<file path="src/rtl/pl_iter.sv">
// Iterative five-lane diffusion engine. It processes LANES_PER_CYCLE lanes per clock and holds the result under a valid/ready handshake.
// Optional feature: define PL_ITER_LANE_MASK_EN to add a per-lane pass-through mask (lane_mask_i).
module pl_iter #(
    parameter int LANES_PER_CYCLE = 1
) (
    input  logic         clock_i,
    input  logic         resetb_i,
    input  logic         valid_i,
    output logic         ready_o,
    input  logic [319:0] state_i,
`ifdef PL_ITER_LANE_MASK_EN
    input  logic [4:0]   lane_mask_i,
`endif
    output logic         valid_o,
    input  logic         ready_i,
    output logic [319:0] diffusion_o,
    output logic         busy_o
);

    // Out-of-range settings are pulled into 1..5 so the index arithmetic stays bounded.
    localparam int LPC = (LANES_PER_CYCLE < 1) ? 1 :
                         (LANES_PER_CYCLE > 5) ? 5 : LANES_PER_CYCLE;

    typedef enum logic [1:0] {
        S_IDLE = 2'd0,
        S_RUN  = 2'd1,
        S_HOLD = 2'd2
    } state_t;

    state_t                 r_state;
    state_t                 w_state_nxt;
    logic [4:0][63:0]       r_work;
    logic [4:0][63:0]       w_work_nxt;
    logic [2:0]             r_idx;
    logic [2:0]             w_idx_nxt;
    logic [3:0]             w_lo;
    logic [3:0]             w_hi;
    logic [3:0]             w_sum;
    logic                   w_last;
    logic                   w_accept;
    logic [4:0]             w_mask;

    function automatic logic [63:0] f_rotr(input logic [63:0] x, input int n);
        return (x >> n) | (x << (64 - n));
    endfunction

    function automatic logic [63:0] f_diffuse(input int k, input logic [63:0] x);
        logic [63:0] y;
        case (k)
            0:       y = x ^ f_rotr(x, 19) ^ f_rotr(x, 28);
            1:       y = x ^ f_rotr(x, 61) ^ f_rotr(x, 39);
            2:       y = x ^ f_rotr(x, 1)  ^ f_rotr(x, 6);
            3:       y = x ^ f_rotr(x, 10) ^ f_rotr(x, 17);
            default: y = x ^ f_rotr(x, 7)  ^ f_rotr(x, 41);
        endcase
        return y;
    endfunction

    assign w_accept = (r_state == S_IDLE) && valid_i;
    assign w_lo     = {1'b0, r_idx};
    assign w_hi     = w_lo + 4'(LPC - 1);
    assign w_sum    = w_lo + 4'(LPC);
    assign w_last   = (w_hi >= 4'd4);
    // The index saturates at lane 4 so the last group is clipped instead of wrapping.
    assign w_idx_nxt = (w_sum > 4'd4) ? 3'd4 : w_sum[2:0];

`ifdef PL_ITER_LANE_MASK_EN
    logic [4:0] r_mask;

    always_ff @(posedge clock_i or negedge resetb_i) begin
        if (!resetb_i) begin
            r_mask <= 5'h1F;
        end else if (w_accept) begin
            r_mask <= lane_mask_i;
        end
    end

    assign w_mask = r_mask;
`else
    assign w_mask = 5'h1F;
`endif

    always_comb begin
        w_work_nxt = r_work;
        for (int k = 0; k < 5; k++) begin
            if ((4'(k) >= w_lo) && (4'(k) <= w_hi) && w_mask[k]) begin
                w_work_nxt[k] = f_diffuse(k, r_work[k]);
            end
        end
    end

    always_ff @(posedge clock_i or negedge resetb_i) begin
        if (!resetb_i) begin
            r_state <= S_IDLE;
        end else begin
            r_state <= w_state_nxt;
        end
    end

    always_comb begin
        w_state_nxt = r_state;
        ready_o     = 1'b0;
        valid_o     = 1'b0;
        busy_o      = 1'b0;
        case (r_state)
            S_IDLE: begin
                ready_o = 1'b1;
                if (valid_i) begin
                    w_state_nxt = S_RUN;
                end
            end
            S_RUN: begin
                busy_o = 1'b1;
                if (w_last) begin
                    w_state_nxt = S_HOLD;
                end
            end
            S_HOLD: begin
                busy_o  = 1'b1;
                valid_o = 1'b1;
                if (ready_i) begin
                    w_state_nxt = S_IDLE;
                end
            end
            default: begin
                w_state_nxt = S_IDLE;
            end
        endcase
    end

    always_ff @(posedge clock_i or negedge resetb_i) begin
        if (!resetb_i) begin
            r_work <= '0;
            r_idx  <= 3'd0;
        end else if (w_accept) begin
            r_work <= state_i;
            r_idx  <= 3'd0;
        end else if (r_state == S_RUN) begin
            r_work <= w_work_nxt;
            r_idx  <= w_idx_nxt;
        end
    end

    assign diffusion_o = r_work;

endmodule

</file>
<file path="config.mk">
export PLATFORM = sky130hd
export DESIGN_NAME = pl_iter
export DESIGN_NICKNAME = d
export VERILOG_FILES = /design/src/rtl/pl_iter.sv
export SDC_FILE = /design/constraint.sdc
export NUM_CORES = 1
export LEC_CHECK = 0
export CAP_MARGIN = 0
export CORE_AREA = 3 3 250 252
export DETAILED_ROUTE_END_ITERATION = 7
export DIE_AREA = 0 0 253 255
export SLEW_MARGIN = 10
export SYNTH_ARGS = -nofsm -noshare
export SYNTH_HDL_FRONTEND = slang
export SYNTH_SLANG_ARGS = --single-unit
</file>
<file path="constraint.sdc">
create_clock -name clock_i -period 3.9 [get_ports clock_i]
set_clock_uncertainty 0.15 [all_clocks]
set_input_delay 0.78 -clock clock_i [delete_from_list [all_inputs] [get_ports clock_i]]
set_output_delay 0.78 -clock clock_i [all_outputs]
set_load 0.01 [all_outputs]
</file>
==> flow_summary.yaml <==
die:
  pin_count: 647
  core_area_mm2: 0.0604
  fp.dieW_um: 253
  start_util_pct: 32.9
  fp-row-count: 90
  dieArea_mm2: 0.0645
  die_h_um: 255
logic_synthesis:
  ys_warn_count: 0
  synthAdderAreaFrac_pct: 0.567
  synth_top_area_cell: "dfrtp_1"
  synth.top_cells.by_count: "dfrtp_1, a21oi_1"
  synth_area_leaders: "dfrtp_1, o2bb2ai_1, xor2_1, a21oi_1, a22oi_1"
  seq_area_frac_synth_pct: 40.9
  muxShareOfSynthArea_pct: 0.113
  synth.distinct_cells: 36
  synth_xor_area_share_pct: 14.2
  syn_inst: 2150
  syn_area_per_cell_um2: 9.24
  syn_nets: 2483
  ys_seq_elements: 325
  synth_compound_area_share_pct: 33.0
  synthArstFlopShare_pct: 100
  yosys.area_share.simple_pct: 7.09
  synth_edf_count: 0
  yosysTopAreaCellShare_pct: 40.9
  syn_area_mm2: 0.0199
  synth_top_family_by_area: "compound AO/OA/AOI/OAI gates"
  ys_dominant_reg_cell: "dfrtp_1"
  yosys.cell_count.top_type: "dfrtp_1"
grt:
  grt_pass1_vias: 19712
  grt.total_usage_pct: 25.1
  antenna_found_initial: 22
  gr-total-overflow: 0
  grt_pass1_wl_um: 125000
  grt_start_max_net_pins: 142
clock_tree:
  clk_pin_slew_ns: 0.06
  ctsHoldBuffers: 0
  clk_path_buf_depth: 3
  insertion_delay_ns: 0.55
  cts_root_buffer: "clkbuf_16"
  numClockSinks: 325
  ctsResizeCount: 0
  cts_tree: "yes"
  htreeDepth: 2
  cts_buffers: 41
  postCtsSetupBuffers: 0
cells_and_area:
  multi_input_area_mm2: 0.0110
  final_nets: 3019
  n_fill_cell: 5807
  drive_above_1_share_pct: 3.72
  area_delta_synth_final_pct: 42.1
  regArea_mm2: 0.00813
drt:
  drc: 0
  first_pass_iters: 5
  drt_iter0_drc: 1833
  wire_per_inst_um: 24.3
  ant_nets: 0
  routed_wl_um: 85100
  num_vias: 20283
  via_per_inst: 5.78
critical_path:
  reg2reg_depth: 6
  rrSetupSlack_ns: 1.08
  arrival_ns: 2.07
  cp_max_fo: 4
  max_stage_delay_ns: 0.74
  path_class: "reg2out"
  crit_required_ns: 2.97
  start_kind: "flip-flop"
  path_cells: "inv_1, ha_4, clkdlybuf4s50_1"
  end_kind: "output port"
  slowest_stage: "clkdlybuf4s50_1"
pwr:
  finalPower_mw: 25.6
  leakage_nw: 10.8
  power_density_mw_per_mm2: 907
  vdd_drop_max_uv: 354
timing:
  post-route-period-util_pct: 77.0
  rsz0062_at_grt: "no"
  max_freq_mhz: 333
  finalHoldViolations: 0
  maxSlewViolCount: 0
  tns_ns: 0
  relSlewSlack_pct: 45.7
  worstMarginPinSlew_ns: 0.813
  fin_crit_ns: 3.00
  setup_viol: 0
placed_design:
  hpwlAfterDp_um: 60500
  io_buffers: 646
  place_congestion: 0.904
min_path:
  hp-class: "in2async"
status:
  status: "completed"
run:
  cap_violations: 0
[stage by stage]
step	cells	area [µm²]	hold WS (ns)	worst slack, ns	utilization (%)
final	3510	28200	0.0950	0.895	46.8
after detailed placement	3425	26900	0.404	1.01	44.6
after global routing	3504	28200	0.120	0.770	46.7
after CTS	3494	28200	0.122	0.839	46.7
after floorplan	2150	19900	0.334	1.74	-
after global placement	3425	26900	0.379	1.06	44.6
[cells in the final DEF, fill, tap and decap left out, types with 2 or more instances in the layout]
cell type,netlist,layout
nand2b_1,2,2
o21ai_0,192,192
buf_12,0,10
inv_1,5,5
nor2_4,1,2
clkbuf_16,0,43
clkbuf_1,122,13
a21oi_1,324,324
or3_1,128,128
clkinv_2,0,4
clkdlybuf4s50_1,0,644
nor2_1,128,128
ha_1,9,8
buf_4,1,20
o2bb2ai_1,192,192
nand3_1,2,2
nor2b_1,2,2
a31oi_1,128,128
diode_2,0,16
mux2_2,2,2
clkbuf_8,0,7
xor2_1,192,192
a22oi_1,192,192
dfrtp_1,325,325
xnor2_1,129,129
[worst paths after layout]
| check | from | end |
|---|---|---|
| max | r_state[0] | busy_o |
| min | resetb_i | diffusion_o[220] |
| max reg2reg | r_state[1] | diffusion_o[36] |
| min reg2reg | r_state[1] | r_state[1] |
| max in group asynchronous | resetb_i | diffusion_o[239] |
| min in group clock_i | r_state[1] | r_state[1] |
[registers in the layout, summed over array words and instances (netlist names)]
register and count:
diffusion_o 320, r_idx 3, r_state 2
[where the power goes]
part / internal, mW / leakage, nW / total, mW / switching (mW)
combinational: 6.79 / 6.24 / 13.7 / 6.93
clock: 2.21 / 0.630 / 3.76 / 1.55
sequential: 4.94 / 3.92 / 8.12 / 3.19
[cell families after synthesis]
| group | Yosys count |
|---|---|
| DFF | 325 |
| buffers and inverters | 188 |
| adders and majority gates | 9 |
| muxes | 2 |
| and+or+nand+nor | 272 |
| AOI/OAI and AO/OA | 1033 |
| xor gates and xnor gates | 321 |
[metal layers]
| metal | up-vias | wire length [µm] | track usage, % |
|---|---|---|---|
| li1 | 9188 | - | - |
| met3 | 153 | 7250 | 6.84 |
| met5 | - | 106 | 0 |
| met2 | 835 | 40300 | 41.2 |
| met4 | 16 | 2770 | 8.72 |
| met1 | 10091 | 34700 | 32.0 |
[layout make-up]
cell class                 count  area share (%)
multi-input combinational   1637            38.8
clock inverter                 6           0.208
antenna                       16           0.142
tap                          782            3.47
sequential                   325            28.8
clock buffer                  63            4.33
timing repair buffer         676            24.2
inverter                       5          0.0665
[critical path: cells and delay by family, from the launching register on]
family | cells | cell delay, ns
fa+ha+maj | 1 | 0.28
buf+inv | 2 | 0.86
flops | 1 | 0.39
(Power assumes the default switching activity.)
